[src/rtl/rs_br_pkg.sv]
// ============================================================================
// Module      : rs_br_pkg
// Description : Shared widths and the buffered branch-op payload type for the
//               branch reservation station.
// Revision    : 1.0 - initial release
// ============================================================================
`default_nettype none

package rs_br_pkg;

  localparam int ALU_OP_SEL      = 4;
  localparam int RV32_DATA_WIDTH = 32;
  localparam int RV32_PC_WIDTH   = 32;
  localparam int BR_RS_ENT_NUM   = 4;
  localparam int BR_RS_ENT_SEL   = $clog2(BR_RS_ENT_NUM);

  // Fields that travel untouched from dispatch to issue.
  typedef struct packed {
    logic                       is_jal;
    logic                       is_jalr;
    logic [ALU_OP_SEL-1:0]      alu_op;
    logic [RV32_PC_WIDTH-1:0]   pc;
    logic [RV32_DATA_WIDTH-1:0] imm;
    logic [RV32_PC_WIDTH-1:0]   pred_jmpaddr;
  } br_payload_t;

endpackage

`default_nettype wire

[src/rtl/rs_br_select.sv]
// ============================================================================
// Module      : rs_br_select
// Description : Combinational issue picker: one-hot grant over the ready
//               vector. Oldest-first when BR_RS_AGE_ORDER_EN is defined,
//               lowest-index otherwise.
// Revision    : 1.0 - initial release
// ============================================================================
`default_nettype none

module rs_br_select
  import rs_br_pkg::*;
#(
  parameter int ENTRY_NUM = BR_RS_ENT_NUM
) (
  input  logic [ENTRY_NUM-1:0]       ready,
`ifdef BR_RS_AGE_ORDER_EN
  input  logic [ENTRY_NUM*((ENTRY_NUM > 1) ? $clog2(ENTRY_NUM) : 1)-1:0] age,
`endif
  output logic [ENTRY_NUM-1:0]       grant,
  output logic                       found
);

`ifdef BR_RS_AGE_ORDER_EN
  localparam int AGE_W = (ENTRY_NUM > 1) ? $clog2(ENTRY_NUM) : 1;

  // Ranks of valid entries are unique, so exactly one ready entry survives.
  always_comb begin
    grant = '0;
    for (int i = 0; i < ENTRY_NUM; i++) begin
      grant[i] = ready[i];
      for (int j = 0; j < ENTRY_NUM; j++) begin
        if (ready[j] && (age[j*AGE_W +: AGE_W] < age[i*AGE_W +: AGE_W]))
          grant[i] = 1'b0;
      end
    end
    found = |ready;
  end
`else
  always_comb begin
    grant = '0;
    found = 1'b0;
    for (int i = 0; i < ENTRY_NUM; i++) begin
      if (ready[i] && !found) begin
        grant[i] = 1'b1;
        found    = 1'b1;
      end
    end
  end
`endif

endmodule

`default_nettype wire

[src/rtl/rs_br.sv]
// ============================================================================
// Module      : rs_br
// Description : Branch-unit reservation station: buffers dispatched ops,
//               wakes operands from the CDB, issues one ready op per cycle.
//               Optional macro BR_RS_AGE_ORDER_EN selects oldest-first issue.
// Revision    : 1.0 - initial release
// ============================================================================
`default_nettype none

module rs_br
  import rs_br_pkg::*;
#(
  parameter int ENTRY_NUM = BR_RS_ENT_NUM,
  parameter int TAG_W     = 6
) (
  input  logic                               clk,
  input  logic                               rst_n,
  input  logic                               i_dp_vld,
  output logic                               o_dp_rdy,
  input  logic                               i_dp_is_jal,
  input  logic                               i_dp_is_jalr,
  input  logic [ALU_OP_SEL-1:0]              i_dp_alu_op,
  input  logic [RV32_PC_WIDTH-1:0]           i_dp_pc,
  input  logic [RV32_PC_WIDTH-1:0]           i_dp_pred_jmpaddr,
  input  logic [RV32_DATA_WIDTH-1:0]         i_dp_imm,
  input  logic                               i_dp_rs1_rdy,
  input  logic                               i_dp_rs2_rdy,
  input  logic [RV32_DATA_WIDTH-1:0]         i_dp_rs1,
  input  logic [RV32_DATA_WIDTH-1:0]         i_dp_rs2,
  input  logic [TAG_W-1:0]                   i_dp_rs1_tag,
  input  logic [TAG_W-1:0]                   i_dp_rs2_tag,
  input  logic [TAG_W-1:0]                   i_dp_rob_tag,
  input  logic                               i_cdb_vld,
  input  logic [TAG_W-1:0]                   i_cdb_tag,
  input  logic [RV32_DATA_WIDTH-1:0]         i_cdb_data,
  input  logic                               i_flush,
  input  logic                               i_ex_accessable,
  output logic                               o_is_vld,
  output logic                               o_is_is_jal,
  output logic                               o_is_is_jalr,
  output logic [ALU_OP_SEL-1:0]              o_is_alu_op,
  output logic [RV32_DATA_WIDTH-1:0]         o_is_rs1,
  output logic [RV32_DATA_WIDTH-1:0]         o_is_rs2,
  output logic [RV32_PC_WIDTH-1:0]           o_is_pc,
  output logic [RV32_DATA_WIDTH-1:0]         o_is_imm,
  output logic [RV32_PC_WIDTH-1:0]           o_is_pred_jmpaddr,
  output logic [TAG_W-1:0]                   o_is_rob_tag,
  output logic [$clog2(ENTRY_NUM+1)-1:0]     o_occupancy
);

  localparam int OCC_W = $clog2(ENTRY_NUM+1);

  logic [ENTRY_NUM-1:0]       r_valid;
  logic [ENTRY_NUM-1:0]       r_rs1_rdy;
  logic [ENTRY_NUM-1:0]       r_rs2_rdy;
  logic [RV32_DATA_WIDTH-1:0] r_rs1     [ENTRY_NUM];
  logic [RV32_DATA_WIDTH-1:0] r_rs2     [ENTRY_NUM];
  logic [TAG_W-1:0]           r_rs1_tag [ENTRY_NUM];
  logic [TAG_W-1:0]           r_rs2_tag [ENTRY_NUM];
  logic [TAG_W-1:0]           r_rob_tag [ENTRY_NUM];
  br_payload_t                r_pl      [ENTRY_NUM];

  logic                       r_is_vld;
  br_payload_t                r_is_pl;
  logic [RV32_DATA_WIDTH-1:0] r_is_rs1;
  logic [RV32_DATA_WIDTH-1:0] r_is_rs2;
  logic [TAG_W-1:0]           r_is_rob_tag;

  logic [ENTRY_NUM-1:0]       w_ready;
  logic [ENTRY_NUM-1:0]       w_grant;
  logic                       w_found;
  logic [ENTRY_NUM-1:0]       w_free_oh;
  logic                       w_free_any;
  logic [OCC_W-1:0]           w_occ;
  logic                       w_dp_go;
  logic                       w_is_go;
  logic                       w_dp_rs1_hit;
  logic                       w_dp_rs2_hit;
  logic [ENTRY_NUM-1:0]       w_wake1;
  logic [ENTRY_NUM-1:0]       w_wake2;
  br_payload_t                w_dp_pl;
  br_payload_t                w_sel_pl;
  logic [RV32_DATA_WIDTH-1:0] w_sel_rs1;
  logic [RV32_DATA_WIDTH-1:0] w_sel_rs2;
  logic [TAG_W-1:0]           w_sel_rob_tag;

`ifdef BR_RS_AGE_ORDER_EN
  localparam int AGE_W = (ENTRY_NUM > 1) ? $clog2(ENTRY_NUM) : 1;
  logic [AGE_W-1:0]           r_age [ENTRY_NUM];
  logic [ENTRY_NUM*AGE_W-1:0] w_age_flat;
  logic [AGE_W-1:0]           w_is_age;
  logic [AGE_W-1:0]           w_new_age;
`endif

  always_comb begin
    w_occ      = '0;
    w_free_oh  = '0;
    w_free_any = 1'b0;
    for (int i = 0; i < ENTRY_NUM; i++) begin
      w_occ = w_occ + OCC_W'(r_valid[i]);
      if (!r_valid[i] && !w_free_any) begin
        w_free_oh[i] = 1'b1;
        w_free_any   = 1'b1;
      end
    end
  end

  assign o_dp_rdy    = (w_occ < OCC_W'(ENTRY_NUM));
  assign o_occupancy = w_occ;
  assign w_ready     = r_valid & r_rs1_rdy & r_rs2_rdy;
  assign w_dp_go     = i_dp_vld & o_dp_rdy & ~i_flush;
  assign w_is_go     = i_ex_accessable & w_found & ~i_flush;

  assign w_dp_rs1_hit = ~i_dp_rs1_rdy & i_cdb_vld & (i_cdb_tag == i_dp_rs1_tag);
  assign w_dp_rs2_hit = ~i_dp_rs2_rdy & i_cdb_vld & (i_cdb_tag == i_dp_rs2_tag);

  assign w_dp_pl = '{is_jal: i_dp_is_jal, is_jalr: i_dp_is_jalr, alu_op: i_dp_alu_op,
                     pc: i_dp_pc, imm: i_dp_imm, pred_jmpaddr: i_dp_pred_jmpaddr};

  always_comb begin
    w_wake1       = '0;
    w_wake2       = '0;
    w_sel_pl      = '0;
    w_sel_rs1     = '0;
    w_sel_rs2     = '0;
    w_sel_rob_tag = '0;
    for (int i = 0; i < ENTRY_NUM; i++) begin
      w_wake1[i] = r_valid[i] & ~r_rs1_rdy[i] & i_cdb_vld & (i_cdb_tag == r_rs1_tag[i]);
      w_wake2[i] = r_valid[i] & ~r_rs2_rdy[i] & i_cdb_vld & (i_cdb_tag == r_rs2_tag[i]);
      if (w_grant[i]) begin
        w_sel_pl      = r_pl[i];
        w_sel_rs1     = r_rs1[i];
        w_sel_rs2     = r_rs2[i];
        w_sel_rob_tag = r_rob_tag[i];
      end
    end
  end

`ifdef BR_RS_AGE_ORDER_EN
  // Rank = number of older valid entries; rank 0 is the oldest.
  always_comb begin
    w_age_flat = '0;
    w_is_age   = '0;
    for (int i = 0; i < ENTRY_NUM; i++) begin
      w_age_flat[i*AGE_W +: AGE_W] = r_age[i];
      if (w_grant[i]) w_is_age = r_age[i];
    end
    w_new_age = AGE_W'(w_occ - OCC_W'(w_is_go));
  end

  always_ff @(posedge clk or negedge rst_n) begin
    if (!rst_n) begin
      for (int i = 0; i < ENTRY_NUM; i++) r_age[i] <= '0;
    end else if (i_flush) begin
      for (int i = 0; i < ENTRY_NUM; i++) r_age[i] <= '0;
    end else begin
      for (int i = 0; i < ENTRY_NUM; i++) begin
        if (w_dp_go && w_free_oh[i])
          r_age[i] <= w_new_age;
        else if (w_is_go && r_valid[i] && (r_age[i] > w_is_age))
          r_age[i] <= r_age[i] - 1'b1;
      end
    end
  end
`endif

  rs_br_select #(
    .ENTRY_NUM (ENTRY_NUM)
  ) u_select (
    .ready (w_ready),
`ifdef BR_RS_AGE_ORDER_EN
    .age   (w_age_flat),
`endif
    .grant (w_grant),
    .found (w_found)
  );

  always_ff @(posedge clk or negedge rst_n) begin
    if (!rst_n) begin
      r_valid   <= '0;
      r_rs1_rdy <= '0;
      r_rs2_rdy <= '0;
      for (int i = 0; i < ENTRY_NUM; i++) begin
        r_rs1[i]     <= '0;
        r_rs2[i]     <= '0;
        r_rs1_tag[i] <= '0;
        r_rs2_tag[i] <= '0;
        r_rob_tag[i] <= '0;
        r_pl[i]      <= '0;
      end
    end else if (i_flush) begin
      r_valid <= '0;
    end else begin
      for (int i = 0; i < ENTRY_NUM; i++) begin
        if (w_dp_go && w_free_oh[i]) begin
          r_valid[i]   <= 1'b1;
          r_rs1_rdy[i] <= i_dp_rs1_rdy | w_dp_rs1_hit;
          r_rs2_rdy[i] <= i_dp_rs2_rdy | w_dp_rs2_hit;
          r_rs1[i]     <= w_dp_rs1_hit ? i_cdb_data : i_dp_rs1;
          r_rs2[i]     <= w_dp_rs2_hit ? i_cdb_data : i_dp_rs2;
          r_rs1_tag[i] <= i_dp_rs1_tag;
          r_rs2_tag[i] <= i_dp_rs2_tag;
          r_rob_tag[i] <= i_dp_rob_tag;
          r_pl[i]      <= w_dp_pl;
        end else begin
          if (w_is_go && w_grant[i]) r_valid[i] <= 1'b0;
          if (w_wake1[i]) begin
            r_rs1[i]     <= i_cdb_data;
            r_rs1_rdy[i] <= 1'b1;
          end
          if (w_wake2[i]) begin
            r_rs2[i]     <= i_cdb_data;
            r_rs2_rdy[i] <= 1'b1;
          end
        end
      end
    end
  end

  always_ff @(posedge clk or negedge rst_n) begin
    if (!rst_n) begin
      r_is_vld     <= 1'b0;
      r_is_pl      <= '0;
      r_is_rs1     <= '0;
      r_is_rs2     <= '0;
      r_is_rob_tag <= '0;
    end else begin
      r_is_vld <= w_is_go;
      if (w_is_go) begin
        r_is_pl      <= w_sel_pl;
        r_is_rs1     <= w_sel_rs1;
        r_is_rs2     <= w_sel_rs2;
        r_is_rob_tag <= w_sel_rob_tag;
      end
    end
  end

  assign o_is_vld          = r_is_vld;
  assign o_is_is_jal       = r_is_pl.is_jal;
  assign o_is_is_jalr      = r_is_pl.is_jalr;
  assign o_is_alu_op       = r_is_pl.alu_op;
  assign o_is_pc           = r_is_pl.pc;
  assign o_is_imm          = r_is_pl.imm;
  assign o_is_pred_jmpaddr = r_is_pl.pred_jmpaddr;
  assign o_is_rs1          = r_is_rs1;
  assign o_is_rs2          = r_is_rs2;
  assign o_is_rob_tag      = r_is_rob_tag;

endmodule

`default_nettype wire

[config.mk]
export PLATFORM = sky130hd
export DESIGN_NAME = rs_br
export DESIGN_NICKNAME = d
export VERILOG_FILES = /design/src/rtl/rs_br_pkg.sv /design/src/rtl/rs_br_select.sv /design/src/rtl/rs_br.sv
export SDC_FILE = /design/constraint.sdc
export NUM_CORES = 2
export LEC_CHECK = 0
export BUFFER_PORTS_ARGS = -buffer_cell sky130_fd_sc_hd__buf_2
export CAP_MARGIN = 20
export CORE_MARGIN = 2
export CORE_UTILIZATION = 57
export CTS_CLUSTER_DIAMETER = 120
export DETAILED_ROUTE_END_ITERATION = 10
export GPL_ROUTABILITY_DRIVEN = 0
export PLACE_DENSITY = 0.77
export SLEW_MARGIN = 15
export SYNTH_ARGS = -nofsm -noshare
export SYNTH_HDL_FRONTEND = slang
export SYNTH_SLANG_ARGS = --single-unit
[constraint.sdc]
create_clock -name clk -period 4.61 [get_ports clk]
set_input_delay 0.2305 -clock clk [delete_from_list [all_inputs] [get_ports clk]]
set_output_delay 0.2305 -clock clk [all_outputs]
set_load 0.01 [all_outputs]
# Yosys cells after proc, flatten, opt, wreduce, memory -nomap -nowiden

Cells that the tools add are included.

Bitwise gates (word level): 47
Mux-type cells: 72
Eq/ne operators: 10
Reduce and logical (&&, ||, !) cells: 46
Add/subtract/negate cells: 3
Magnitude comparators: 1

Operator list:

| kind               | count |
|---|---|
| $mux 32            | 26 |
| $mux 102           | 4 |
| $eq 6x6->1         | 10 |
| $mux 1             | 37 |
| $and 1x1->1        | 32 |
| $mux 6             | 4 |
| $reduce_and 2->1   | 12 |
| $reduce_bool 2->1  | 8 |
| $logic_and 1x1->1  | 14 |
| $reduce_bool 3->1  | 4 |
| $not 1->1          | 11 |
| $and 4x4->4        | 2 |
| $logic_not 1->1    | 8 |
| $mux 4             | 1 |
| $add 2x1->3        | 1 |
| $add 3x1->3        | 1 |
| $lt 3x3->1 const B | 1 |
| $add 1x1->2        | 1 |
| $or 1x1->1         | 2 |

Register bits after elaboration: 921
Output and inout bits: 177
Input bits: 230
Word-level logic and storage cells: 245

# Logic depth before layout (Yosys ltp)

Depth after elaboration: 18
Mapped depth: 14
Gate-level depth less buffers: 10

# Cells and area by module

From an unflattened synthesis, not the netlist that was laid out.

Cells, all modules: 4,297
Area, all modules: 41,831.4 um^2

Modules (own cells, without submodules):

| module       | area each (um^2) | seq. area each (um^2) | times used | cells each |
|---|---|---|---|---|
| rs_br        | 41,793.8         | 23,047.1              | 1          | 4,292 |
| rs_br_select | 37.5             | 0.0                   | 1          | 5 |

# Worst setup path before layout

No wires, ideal clock.

Path type: register to register
From: register r_valid[0]
To: register r_rs2[19] in the netlist's numbering
Period minus slack after synthesis: 3.112 ns
Path buffers: 3
Setup slack: 1.498 ns
Arrival time: 3.047 ns
Library setup time: 0.065 ns
Cell stages (with the launch flop): 13
Path through: dfrtp_1 -> inv_1 -> fa_1 -> inv_1 -> ha_1 -> ha_1 -> nand2b_1 -> clkbuf_1 -> or4_1 -> buf_2 -> o21ai_1 -> buf_1 -> o221a_2

Elaborated cells between the ends (all ways): 19
Those cells by class: add/sub: 3; order compare: 1; mux: 5; bitwise: 2; reduce/logical: 8

RTL lines:

| what                             | line         | RTL |
|---|---|---|
| start: declaration               | rs_br.sv:53  | `logic [ENTRY_NUM-1:0] r_valid;` |
| start signal: assignment         | rs_br.sv:180 | `r_valid <= '0;` |
| start signal: assignment         | rs_br.sv:192 | `r_valid <= '0;` |
| start signal: indexed assignment | rs_br.sv:196 | `r_valid[i] <= 1'b1;` |
| $add 1x1->2 *                    | rs_br.sv:100 | `w_occ = w_occ + OCC_W'(r_valid[i]);` |
| $add 2x1->3 *                    | rs_br.sv:100 |  |
| $add 3x1->3 *                    | rs_br.sv:100 |  |
| net o_occupancy[2]               | rs_br.sv:48  | `output logic [$clog2(ENTRY_NUM+1)-1:0] o_occupancy` |
| $lt 3x3->1 *                     | rs_br.sv:108 | `assign o_dp_rdy = (w_occ < OCC_W'(ENTRY_NUM));` |
| $and 1x1->1 * (2 in series)      | rs_br.sv:111 | `assign w_dp_go = i_dp_vld & o_dp_rdy & ~i_flush;` |
| $logic_and 1x1->1 *              | rs_br.sv:195 | `if (w_dp_go && w_free_oh[i]) begin` |
| $reduce_bool 2->1 (no line)      | --           |  |
| $reduce_and 2->1 (no line)       | --           |  |
| end signal: indexed assignment   | rs_br.sv:200 | `r_rs2[i] <= w_dp_rs2_hit ? i_cdb_data : i_dp_rs2;` |
| end signal: indexed assignment   | rs_br.sv:212 | `r_rs2[i] <= i_cdb_data;` |
| end: declaration                 | rs_br.sv:57  | `logic [RV32_DATA_WIDTH-1:0] r_rs2 [ENTRY_NUM];` |

The timed path passes the listed nets; every way through them passes the cells marked *.
A chain may end at the register's enable or synchronous reset.

# Worst setup path in the final report

From: register r_valid[1]
To: register r_rs1[77] in the netlist's numbering

Cells in the longest elaborated chain, start to end: 9
Elaborated cells between the ends (all ways): 16
Those cells by class: add/sub: 3; order compare: 1; mux: 2; bitwise: 5; reduce/logical: 5

Ends and longest elaborated chain:

| what                           | line         | RTL |
|---|---|---|
| $add 1x1->2                    | rs_br.sv:100 |  |
| $add 2x1->3                    | rs_br.sv:100 |  |
| $add 3x1->3                    | rs_br.sv:100 |  |
| $lt 3x3->1                     | rs_br.sv:108 |  |
| $and 1x1->1 (2 in series)      | rs_br.sv:111 |  |
| $logic_and 1x1->1              | rs_br.sv:195 |  |
| $reduce_bool 2->1 (no line)    | --           |  |
| $reduce_and 2->1 (no line)     | --           |  |
| end signal: indexed assignment | rs_br.sv:199 | `r_rs1[i] <= w_dp_rs1_hit ? i_cdb_data : i_dp_rs1;` |
| end signal: indexed assignment | rs_br.sv:208 | `r_rs1[i] <= i_cdb_data;` |
| end: declaration               | rs_br.sv:56  | `logic [RV32_DATA_WIDTH-1:0] r_rs1 [ENTRY_NUM];` |

Several ways; a longest one is shown, not always the timed one.

==> impl_metrics.json <==
{
  "yosysMostFrequentCell": "nand2_1",
  "hold_path.class": "in2reg",
  "routed_via_density": 6.16,
  "gr-total-overflow": 0,
  "numPortBuffers": 406,
  "relSlewSlack_pct": 27.6,
  "synth_compound_area_share_pct": 16.4,
  "syn_area_um2": 41900,
  "placed_area_um2": 44700,
  "synth_simple_gate_area_share_pct": 21.9,
  "core_um2": 72800,
  "grt_pass1_wl_um": 218000,
  "cts_tree": "yes",
  "antenna_found_initial": 14,
  "synth_area_leaders": "dfrtp_1 (55%), nand2_1 (16%), o221a_2 (4.3%)",
  "synth_common_cells": "nand2_1 (1,775), dfrtp_1 (921), nor2_1 (306)",
  "slew_viol_final": 0,
  "cts_setup_buffers": 0,
  "synth_fa_ha_area_share_pct": 0.167,
  "initial_core_util_pct": 57.6,
  "drive_above_1_share_pct": 16.2,
  "synth-warning-count": 0,
  "setup_viol": 0,
  "cp.required_ps": 5150,
  "hpwl_um": 73200,
  "ys.flop_type": "dfrtp_1",
  "clock_latency_ps": 670,
  "tightest_slew_ps": 1090,
  "die_w_um": 275,
  "clockBufferDepth": 3,
  "rsz0062_at_grt": "no",
  "critPathArrivalTime_ps": 4930,
  "worst_setup_path_start_kind": "flop",
  "fp.dieArea_um2": 75700,
  "run_status": "completed",
  "max_cap_violations": 0,
  "nNetsFinal": 5436,
  "peakVddDrop_mv": 0.380,
  "area_delta_synth_final_pct": 21.4,
  "p_per_area_nw_per_um2": 493,
  "synth_top_area_share_pct": 55.0,
  "clock_sinks": 921,
  "grt_pass1_vias": 38951,
  "avgSynthCellArea_um2": 8.89,
  "first_pass_iters": 11,
  "cts_root_buffer": "clkbuf_16",
  "drcViolationCount": 0,
  "hold_viol": 0,
  "syn_inst": 4715,
  "layout_min_cycle_time_ps": 4390,
  "cts_buffers": 95,
  "synth-edff-count": 0,
  "drtIter0Drc": 5138,
  "synthXorXnorAreaFrac_pct": 1.25,
  "clock_skew_ps": 24.9,
  "htreeDepth": 3,
  "post_synth_num_cell_types": 49,
  "ys_async_sr_fraction_pct": 100,
  "netlist.top_cell.by_area": "dfrtp_1",
  "synthMuxAreaShare_pct": 0.0537,
  "ys_seq_area_share_pct": 55.0,
  "io_pins": 407,
  "p_leak_nw": 24.9,
  "critPathKind": "reg2reg",
  "wl_per_cell_um": 22.2,
  "clk_pin_slew_ps": 60,
  "crit_path_top_delay_cell": "mux2_2",
  "row_count": 99,
  "wirelength_um": 139000,
  "ant_nets": 0,
  "vias": 38498,
  "post-route-period-util_pct": 95.3,
  "final_area_um2": 50900,
  "grt_usage_pct": 36.7,
  "synth_top_family_by_area": "simple AND/OR/NAND/NOR gates",
  "fp.dieH_um": 275,
  "grt_max_degree": 143,
  "crit_path_end_kind": "flop",
  "synth_nets": 4950,
  "fmaxAchievable_mhz": 228,
  "path_cells": "inv_1 -> fa_1 -> inv_1 -> ha_1 -> ha_1 -> nand2b_1 -> nor2_1 -> nand2_4 -> mux2_2 -> a222oi_1 -> dlygate4sd3_1",
  "finalSetupTns_ps": 0,
  "critPathMaxFanout": 32,
  "ys_ff_latch": 921,
  "slowest_delay_ps": 970
}
==> report_power, final <==
part	leakage, nW	switching, mW	internal, mW	total [mW]
clock	1.64	3.36	4.86	8.22
combinational	11.7	2.75	2.44	5.20
sequential	11.5	1.42	10.3	11.7
total	24.9	7.54	17.6	25.1
==> registers in the layout (all words and copies together), names as in the netlist, 6 cells and up <==
name and cells:
r_rs2 128, r_rs1 128, r_pl 408, o_is_pred_jmpaddr 32
o_is_imm 32, o_is_rs1 32, r_rs2_tag 24, o_is_rs2 32
o_is_rob_tag 6, o_is_pc 32, r_rs1_tag 24, r_rob_tag 24
==> placed cells by master (no fill, tap or decap), types with 16 or more instances in the layout <==
cell type      netlist  routed
buf_2               74     405
or3_1              154     154
o22a_1              30      30
nor2_1             306     299
a222oi_1            64      64
o21ai_0            235     235
clkbuf_8             0      26
o221ai_1           122     122
a31oi_1            171     171
dlygate4sd3_1        0     284
o221a_2            160     160
buf_12               0      18
o21a_1              32      32
inv_1              168     168
dfrtp_1            921     921
clkbuf_1           283      16
a221o_1             49      49
nand2_1           1775    1773
xnor2_1             50      50
buf_4                0      62
clkbuf_16            0      97
==> stage by stage <==
| step | power [mW] | util (%) | hold WS (ps) | cells | setup slack (ps) |
|---|---|---|---|---|---|
| global route | 26.3 | 69.9 | 63.5 | 6245 | 66.1 |
| floorplan | 14.2 | - | -65.1 | 4715 | 1500 |
| CTS | 25.0 | 69.8 | 33.1 | 6239 | 433 |
| global placement | 16.2 | 61.3 | 344 | 5779 | 955 |
| finish | 25.1 | 69.9 | 64.0 | 6248 | 218 |
| detailed placement | 16.4 | 61.3 | 341 | 5779 | 749 |
==> layer usage <==
| layer | vias to the layer above | GRT usage (%) | part of all wire (%) |
|---|---|---|---|
| met5 | - | 0 | 0.058 |
| met4 | 12 | 16.4 | 4.3 |
| met3 | 462 | 8.30 | 11 |
| met2 | 2419 | 58.6 | 47 |
| met1 | 18664 | 48.1 | 38 |
| li1 | 16941 | - | - |
==> what timing repair did <==
action / CTS / global route
endpoints found under the hold margin: 820 / 0
hold buffers: 284 / 0
gates resized for setup: 0 / 0
==> cell families (layout without fill, tap and decap cells) <==
| logic type | count (synthesis) | count (layout) |
|---|---|---|
| buffers and inverters | 550 | 1115 |
| and+or+nand+nor | 2296 | 2296 |
| AOI/OAI and AO/OA | 881 | 881 |
| other | 0 | 9 |
| DFF | 921 | 921 |
| xor gates and xnor gates | 60 | 60 |
| adders and majority gates | 5 | 5 |
| muxes | 2 | 2 |
==> path summary, 6_finish.rpt <==
path | cells past startpoint | slack [ps] | endpoint | from
setup reg to reg | 11 | 220 | r_rs1[77]$_DFFE_PN0P_ | r_valid[1]$_DFFE_PN0P_
hold / removal | 2 | 60 | r_valid[0]$_DFFE_PN0P_ | i_flush
max in group asynchronous | 3 | 3130 | r_pl[354]$_DFFE_PN0P_ | rst_n
setup / recovery | 11 | 220 | r_rs1[77]$_DFFE_PN0P_ | r_valid[1]$_DFFE_PN0P_
min in group asynchronous | 2 | 170 | o_is_rs2[16]$_DFFE_PN0N_ | rst_n
hold reg to reg | 2 | 470 | r_pl[391]$_DFFE_PN0P_ | r_pl[391]$_DFFE_PN0P_
==> critical path, delay by kind of cell, from the launching register on <==
| family | cells | cell delay (ps) |
|---|---|---|
| buf+inv | 3 | 790 |
| simple gates | 3 | 830 |
| fa+ha+maj | 3 | 950 |
| compound gates | 1 | 300 |
| mux | 1 | 970 |
| flops | 1 | 410 |
==> layout make-up <==
| cell class | count | area, um2 |
|---|---|---|
| multi-input combinational | 3244 | 16900 |
| sequential | 921 | 23000 |
| clock buffer | 139 | 2850 |
| tap | 959 | 1200 |
| antenna | 9 | 22.5 |
| timing repair buffer | 770 | 5710 |
| inverter | 169 | 634 |
| fill | 5381 | 21900 |
| clock inverter | 37 | 514 |
(Power assumes the default switching activity.)
